===== config.mk =====
export PLATFORM = sky130hd
export DESIGN_NAME = store_formatter_flat
export DESIGN_NICKNAME = d
export VERILOG_FILES = /design/src/rtl/store_pkg.sv /design/src/rtl/store_formatter_if.sv /design/src/rtl/store_lane_merge.sv /design/src/rtl/store_formatter.sv /design/src/flat_wrapper.sv
export SDC_FILE = /design/constraint.sdc
export NUM_CORES = 1
export LEC_CHECK = 0
export ABC_CLOCK_PERIOD_IN_PS = 2000
export CAP_MARGIN = 20
export CORE_MARGIN = 2
export CORE_UTILIZATION = 43
export CTS_BUF_LIST = sky130_fd_sc_hd__clkbuf_8
export DETAILED_ROUTE_END_ITERATION = 12
export PLACE_DENSITY_LB_ADDON = 0.3
export SKIP_LAST_GASP = 1
export SYNTH_ARGS = -nofsm -noshare
export SYNTH_HDL_FRONTEND = slang
export SYNTH_HIERARCHICAL = 1
export SYNTH_SLANG_ARGS = --single-unit

===== constraint.sdc =====
create_clock -name clk -period 2 [get_ports clk]
set_clock_uncertainty 0.15 [all_clocks]
set_input_delay 0.3 -clock clk [delete_from_list [all_inputs] [get_ports clk]]
set_output_delay 0.3 -clock clk [all_outputs]
set_load 0.01 [all_outputs]

===== src/rtl/store_pkg.sv =====
// Shared definitions for the store formatter: widths, size codes, lane
// enables, FSM state constants and the lane-merge result payload.
package store_pkg;

    localparam int unsigned ADDR_W = 16;
    localparam int unsigned DATA_W = 16;
    localparam int unsigned BE_W   = 2;

    // Store size codes; codes 2 and 3 are illegal
    localparam logic [1:0] SZ_BYTE = 2'd0;
    localparam logic [1:0] SZ_HALF = 2'd1;

    // Byte lane enables, bit0 covers data[7:0]
    localparam logic [BE_W-1:0] BE_LO  = 2'b01;
    localparam logic [BE_W-1:0] BE_HI  = 2'b10;
    localparam logic [BE_W-1:0] BE_ALL = 2'b11;

    // FSM states
    localparam logic [1:0] ST_IDLE  = 2'd0;
    localparam logic [1:0] ST_READ  = 2'd1;
    localparam logic [1:0] ST_WRITE = 2'd2;

    // Lane-merge result: placed write data, enables and reject flag
    typedef struct packed {
        logic [DATA_W-1:0] wdata;
        logic [BE_W-1:0]   be;
        logic              illegal;
    } lane_t;

    // Halfword-aligned memory address for a byte address
    function automatic logic [ADDR_W-1:0] align_half(input logic [ADDR_W-1:0] a);
        return {a[ADDR_W-1:1], 1'b0};
    endfunction

endpackage


===== src/rtl/store_formatter_if.sv =====
// Store request bus plus memory write/read handshake.
//   slave  : store_formatter view (takes requests, drives memory strobes)
//   master : requester + memory view
interface store_formatter_if;

    logic                        req_valid;
    logic                        req_ready;
    logic [store_pkg::ADDR_W-1:0] req_addr;
    logic [store_pkg::DATA_W-1:0] req_data;
    logic [1:0]                  req_size;
    logic                        done;
    logic                        err;
    logic                        mem_we;
    logic                        mem_re;
    logic [store_pkg::ADDR_W-1:0] mem_addr;
    logic [store_pkg::DATA_W-1:0] mem_wdata;
    logic [store_pkg::BE_W-1:0]   mem_be;
    logic [store_pkg::DATA_W-1:0] mem_rdata;
    logic                        mem_ack;

    modport slave (
        input  req_valid, req_addr, req_data, req_size, mem_rdata, mem_ack,
        output req_ready, done, err, mem_we, mem_re, mem_addr, mem_wdata, mem_be
    );

    modport master (
        output req_valid, req_addr, req_data, req_size, mem_rdata, mem_ack,
        input  req_ready, done, err, mem_we, mem_re, mem_addr, mem_wdata, mem_be
    );

endinterface


===== src/rtl/store_lane_merge.sv =====
// Combinational lane placement for a store.
//   addr_lsb : byte address bit 0 (1 = high lane)
//   size     : store size code
//   data     : register data, bytes in [7:0]
//   old_word : previously read memory word (STORE_RMW_EN builds only)
//   lane_c   : placed write data, byte enables, illegal flag
// With STORE_RMW_EN defined the target byte is merged into old_word and all
// lanes are enabled.
module store_lane_merge
    import store_pkg::*;
(
    input  logic              addr_lsb,
    input  logic [1:0]        size,
    input  logic [DATA_W-1:0] data,
`ifdef STORE_RMW_EN
    input  logic [DATA_W-1:0] old_word,
`endif
    output lane_t             lane_c
);

    logic illegal;

    // Misaligned halfword or reserved size code
    assign illegal = size[1] | ((size == SZ_HALF) & addr_lsb);

    always_comb begin
        lane_c         = '0;
        lane_c.illegal = illegal;
        if (!illegal) begin
            if (size == SZ_HALF) begin
                lane_c.wdata = data;
                lane_c.be    = BE_ALL;
            end else begin
`ifdef STORE_RMW_EN
                lane_c.wdata = addr_lsb ? {data[7:0], old_word[7:0]}
                                        : {old_word[15:8], data[7:0]};
                lane_c.be    = BE_ALL;
`else
                lane_c.wdata = {data[7:0], data[7:0]};
                lane_c.be    = addr_lsb ? BE_HI : BE_LO;
`endif
            end
        end
    end

endmodule


===== src/rtl/store_formatter.sv =====
// Store-side formatter: accepts a store request, places data on the byte
// lanes and runs the memory write handshake to completion.
//   clk, rst_n : clock, asynchronous active-low reset
//   bus        : store_formatter_if.slave (request, done/err, memory port)
// Optional build macro STORE_RMW_EN: byte stores become read-modify-write
// for memories without byte strobes.
module store_formatter
    import store_pkg::*;
(
    input  logic              clk,
    input  logic              rst_n,
    store_formatter_if.slave  bus
);

    logic [1:0]        state_q, state_nxt;
    logic              ready_q, done_q, err_q, we_q;
    logic              done_nxt, err_nxt, we_nxt;
    logic [ADDR_W-1:0] addr_q, addr_nxt;
    logic [DATA_W-1:0] wdata_q, wdata_nxt;
    logic [BE_W-1:0]   be_q, be_nxt;
    logic              accept;
    lane_t             lane_c;

    assign accept = bus.req_valid & ready_q;

`ifdef STORE_RMW_EN
    logic       re_q, re_nxt;
    logic       lsb_q, lsb_nxt;
    logic [7:0] byte_q, byte_nxt;
    logic       in_read;

    // In READ the merge works on the captured byte and the returned word
    assign in_read = (state_q == ST_READ);

    store_lane_merge u_merge (
        .addr_lsb (in_read ? lsb_q : bus.req_addr[0]),
        .size     (in_read ? SZ_BYTE : bus.req_size),
        .data     (in_read ? {8'h00, byte_q} : bus.req_data),
        .old_word (bus.mem_rdata),
        .lane_c   (lane_c)
    );

    assign bus.mem_re = re_q;
`else
    logic unused_rdata;
    assign unused_rdata = ^bus.mem_rdata;

    store_lane_merge u_merge (
        .addr_lsb (bus.req_addr[0]),
        .size     (bus.req_size),
        .data     (bus.req_data),
        .lane_c   (lane_c)
    );

    assign bus.mem_re = 1'b0;
`endif

    // Next state and next registered outputs; memory fields zero outside strobes
    always_comb begin
        state_nxt = state_q;
        we_nxt    = 1'b0;
        addr_nxt  = '0;
        wdata_nxt = '0;
        be_nxt    = '0;
        done_nxt  = 1'b0;
        err_nxt   = 1'b0;
`ifdef STORE_RMW_EN
        re_nxt    = 1'b0;
        lsb_nxt   = lsb_q;
        byte_nxt  = byte_q;
`endif
        case (state_q)
            ST_IDLE: begin
                if (accept) begin
                    if (lane_c.illegal) begin
                        err_nxt = 1'b1;
                    end
`ifdef STORE_RMW_EN
                    else if (bus.req_size == SZ_BYTE) begin
                        state_nxt = ST_READ;
                        re_nxt    = 1'b1;
                        addr_nxt  = align_half(bus.req_addr);
                        lsb_nxt   = bus.req_addr[0];
                        byte_nxt  = bus.req_data[7:0];
                    end
`endif
                    else begin
                        state_nxt = ST_WRITE;
                        we_nxt    = 1'b1;
                        addr_nxt  = align_half(bus.req_addr);
                        wdata_nxt = lane_c.wdata;
                        be_nxt    = lane_c.be;
                    end
                end
            end
            ST_READ: begin
`ifdef STORE_RMW_EN
                addr_nxt = addr_q;
                if (bus.mem_ack) begin
                    state_nxt = ST_WRITE;
                    we_nxt    = 1'b1;
                    wdata_nxt = lane_c.wdata;
                    be_nxt    = lane_c.be;
                end else begin
                    re_nxt = 1'b1;
                end
`else
                state_nxt = ST_IDLE;
`endif
            end
            ST_WRITE: begin
                if (bus.mem_ack) begin
                    state_nxt = ST_IDLE;
                    done_nxt  = 1'b1;
                end else begin
                    we_nxt    = 1'b1;
                    addr_nxt  = addr_q;
                    wdata_nxt = wdata_q;
                    be_nxt    = be_q;
                end
            end
            default: state_nxt = ST_IDLE;
        endcase
    end

    // State and output registers
    always_ff @(posedge clk or negedge rst_n) begin
        if (!rst_n) begin
            state_q <= ST_IDLE;
            ready_q <= 1'b1;
            done_q  <= 1'b0;
            err_q   <= 1'b0;
            we_q    <= 1'b0;
            addr_q  <= '0;
            wdata_q <= '0;
            be_q    <= '0;
`ifdef STORE_RMW_EN
            re_q    <= 1'b0;
            lsb_q   <= 1'b0;
            byte_q  <= '0;
`endif
        end else begin
            state_q <= state_nxt;
            ready_q <= (state_nxt == ST_IDLE);
            done_q  <= done_nxt;
            err_q   <= err_nxt;
            we_q    <= we_nxt;
            addr_q  <= addr_nxt;
            wdata_q <= wdata_nxt;
            be_q    <= be_nxt;
`ifdef STORE_RMW_EN
            re_q    <= re_nxt;
            lsb_q   <= lsb_nxt;
            byte_q  <= byte_nxt;
`endif
        end
    end

    assign bus.req_ready = ready_q;
    assign bus.done      = done_q;
    assign bus.err       = err_q;
    assign bus.mem_we    = we_q;
    assign bus.mem_addr  = addr_q;
    assign bus.mem_wdata = wdata_q;
    assign bus.mem_be    = be_q;

endmodule


===== src/flat_wrapper.sv =====
// flat-port wrapper written by rule: the top's interface ports become plain ports
module store_formatter_flat import store_pkg::*;
  (clk, rst_n, bus_req_valid, bus_req_addr, bus_req_data, bus_req_size, bus_mem_rdata, bus_mem_ack, bus_req_ready, bus_done, bus_err, bus_mem_we, bus_mem_re, bus_mem_addr, bus_mem_wdata, bus_mem_be);
  store_formatter_if bus_i ();
  input  logic clk;
  input  logic rst_n;
  input wire logic [$bits(bus_i.req_valid)-1:0] bus_req_valid;
  input wire logic [$bits(bus_i.req_addr)-1:0] bus_req_addr;
  input wire logic [$bits(bus_i.req_data)-1:0] bus_req_data;
  input wire logic [$bits(bus_i.req_size)-1:0] bus_req_size;
  input wire logic [$bits(bus_i.mem_rdata)-1:0] bus_mem_rdata;
  input wire logic [$bits(bus_i.mem_ack)-1:0] bus_mem_ack;
  output wire logic [$bits(bus_i.req_ready)-1:0] bus_req_ready;
  output wire logic [$bits(bus_i.done)-1:0] bus_done;
  output wire logic [$bits(bus_i.err)-1:0] bus_err;
  output wire logic [$bits(bus_i.mem_we)-1:0] bus_mem_we;
  output wire logic [$bits(bus_i.mem_re)-1:0] bus_mem_re;
  output wire logic [$bits(bus_i.mem_addr)-1:0] bus_mem_addr;
  output wire logic [$bits(bus_i.mem_wdata)-1:0] bus_mem_wdata;
  output wire logic [$bits(bus_i.mem_be)-1:0] bus_mem_be;
  assign bus_i.req_valid = bus_req_valid;
  assign bus_i.req_addr = bus_req_addr;
  assign bus_i.req_data = bus_req_data;
  assign bus_i.req_size = bus_req_size;
  assign bus_i.mem_rdata = bus_mem_rdata;
  assign bus_i.mem_ack = bus_mem_ack;
  assign bus_req_ready = bus_i.req_ready;
  assign bus_done = bus_i.done;
  assign bus_err = bus_i.err;
  assign bus_mem_we = bus_i.mem_we;
  assign bus_mem_re = bus_i.mem_re;
  assign bus_mem_addr = bus_i.mem_addr;
  assign bus_mem_wdata = bus_i.mem_wdata;
  assign bus_mem_be = bus_i.mem_be;
  store_formatter u_core (.clk(clk), .rst_n(rst_n), .bus(bus_i));
endmodule

==> flow_summary.ini <==
[outcome]
status = finished clean

[worst_hold_path]
hold_class = register to register
min_to = u_core/bus.mem_addr[10]
whs_path_depth = 1
hp-start = u_core/bus.mem_addr[10]

[synthesis]
synth_top_area_share_pct = 55.5
synth_ff_type = dfrtp_1
synth_xor_area_share_pct = 0.511
yosys_warnings = 6
yosys.area.top_type = dfrtp_1
synth_cells = 121
synthAdderAreaFrac_pct = 0
synth_cell_types = 21
synth-edff-count = 0
synthMuxAreaShare_pct = 0
syn_avg_cell_area_um2 = 14.2
ys_seq_area_share_pct = 57.0
synth-simple-area-share_pct = 8.04
synth_compound_area_share_pct = 26.7
async_flop_share_pct = 100
synth_area_um2 = 1710
ys_top_cells_by_count = dfrtp_1 (38), a32o_1 (33), a32o_2 (8), and2_1 (8), buf_6 (7)
ys_seq_elements = 39
yosysMostFrequentCell = dfrtp_1
synthTopCellsByArea = dfrtp_1 (56%), a32o_1 (19%), a32o_2 (5.3%)
synth_top_family_by_area = compound AO/OA/AOI/OAI gates

[die]
boundaryPins = 93
start_util_pct = 45.8
die_x_um = 67.1
rows = 22
die_height_um = 67.1
die-area_um2 = 4500
core_area_um2 = 3740

[clocking]
clockBufferDepth = 2
cts-buffers-inserted = 5
clock_tree.root_cell = clkbuf_8
clk_transition_reported_paths_ns = 0.07
numClockSinks = 39
insertion_delay_ns = 0.28
post_cts_resize_count = 0
htreeDepth = 2
cts_tree = done

[global_route]
top_usage_layer = met2
gr-total-overflow = 0
grt_pass1_vias = 1438
grtUsageMet2_pct = 34.0
grt_max_degree = 40
grt_use_met1_pct = 24.3
grt_usage_pct = 20.2
antenna_found_initial = 0
met3_usage_pct = 7.43
grt_pass1_wl_um = 6710

[worst_setup_path]
r2r_start = u_core/bus.req_ready
path_delay_family = flip-flops
reg2regPathDepth = 3
crit_buf_inv = 1
regToRegSetupSlack_ns = 0.63
crit_type = register to output port
worst_ep_required_time_ns = 1.55
reg2reg_to = u_core/bus.mem_addr[8]
cp.arrival_ns = 1.36
setup.worst_path.end_class = output port
cp_cell_sequence = clkdlybuf4s50_1
max_stage_delay_ns = 0.54
cp-start-kind = register
crit_path_top_delay_cell = dfstp_2
crit_fanout = 4

[placement]
placed_area_um2 = 2470
io_buffers = 74
gp_congestion = 0.763
hpwl_um = 2920

[layout]
nNetsFinal = 253
diodes = 0
finalInstanceArea_um2 = 2560
drive_gt1_share_pct = 15.0
area_delta_synth_final_pct = 49.4
fillers = 296

[sta]
max_freq_mhz = 553
period_share_pct = 90.5
hold_violations = 0
report.final.slew_viol_count = 0
tightest_slew_ns = 0.850
slew_headroom_pct = 43.3
rsz0062_at_grt = no
fin_crit_ns = 1.81
setup_viol = 0
final.setup.tns_ns = 0

[route]
dr_total_vias = 1400
ant_nets = 0
drc = 0
first_iter_violations = 104
routed_wirelength_um = 4180
first_pass_iters = 4
wl_per_cell_um = 16.8
viasPerCell = 5.65

[power_and_ir_drop]
power_density_nw_per_um2 = 601
peakVddDrop_uv = 614
p_leak_nw = 1.12

[run]
cap_viol_max_count = 0
==> routing by layer <==
| layer | vias to the layer above | routed length [µm] | share of wire, % |
|---|---|---|---|
| met3 | 4 | 418 | 10 |
| met5 | - | 0 | 0 |
| met4 | 0 | 21 | 0.50 |
| met2 | 67 | 2040 | 49 |
| met1 | 689 | 1700 | 41 |
| li1 | 640 | - | - |
==> worst max path at each step <==
stage / startpoint / end / slack (ns) / cells after the start
after floorplan: bus_req_addr[0] / u_core/bus.mem_addr[10] / 0.48 / 7
after global placement: bus_req_size[0] / u_core/bus.mem_wdata[15] / 0.05 / 4
after detailed placement: bus_req_size[0] / u_core/bus.mem_wdata[13] / 0.02 / 4
after CTS: u_core/bus.req_ready / bus_req_ready / 0.17 / 1
after global routing: u_core/bus.req_ready / bus_req_ready / 0.14 / 1
final: u_core/bus.req_ready / bus_req_ready / 0.19 / 1
==> sequential cells by signal (all words and copies together), names as in the netlist <==
name                  count
u_core/bus.done           1
u_core/bus.err            1
u_core/bus.mem_addr      15
u_core/bus.mem_be         2
u_core/bus.mem_wdata     16
u_core/bus.mem_we         1
u_core/bus.req_ready      1
u_core/state_q            2
==> report_power, final <==
group          internal, mW  switching, mW
combinational         0.136          0.104
clock                 0.234          0.246
sequential            0.806         0.0112
==> metrics by stage <==
step           cells  hold WS [ns]  worst slack (ns)  utilization (%)  power (mW)
2_1_floorplan    123        -0.146             0.478                -       0.930
5_1_grt          248         0.356             0.136             68.3        1.62
6_report         248         0.344             0.190             68.3        1.54
3_5_place_dp     239         0.310            0.0154             65.9        1.07
4_1_cts          248         0.347             0.174             68.3        1.56
3_3_place_gp     239         0.286            0.0482             65.9        1.06
==> placed cells by master (no fill, tap or decap), drive strengths merged <==
cell / instances
conb: 3
buf: 9
and4bb: 1
xnor2: 1
o21ba: 2
dlygate4sd3: 1
nor2b: 2
and2: 8
clkbuf: 5
inv: 4
a32o: 41
dfrtp: 38
nor3b: 1
and4: 1
nor2: 4
clkdlybuf4s50: 73
clkinv: 1
dfstp: 1
and3b: 2
o21bai: 1
a21oi: 1
==> logic make-up after synthesis <==
logic type | after synthesis
AO/OA/AOI/OAI | 45
XOR/XNOR | 1
buffers and inverters | 16
flip-flops | 39
other | 1
AND/OR/NAND/NOR | 19
==> repair_timing <==
item / 4_1_cts / 5_1_grt
hold buffers: 1 / 0
endpoints found under the hold margin: 8 / 0
setup buffers: 0 / 0
==> area by class of cell <==
| cell class | instances | area, µm² | share of cell area, % |
|---|---|---|---|
| sequential | 39 | 977 | 38.2 |
| timing repair buffer | 83 | 818 | 32.0 |
| multi-input combinational | 68 | 614 | 24.0 |
| clock buffer | 5 | 68.8 | 2.69 |
| tap | 48 | 60.1 | 2.35 |
| clock inverter | 3 | 12.5 | 0.489 |
| inverter | 2 | 7.51 | 0.293 |
(Power assumes the default switching activity.)
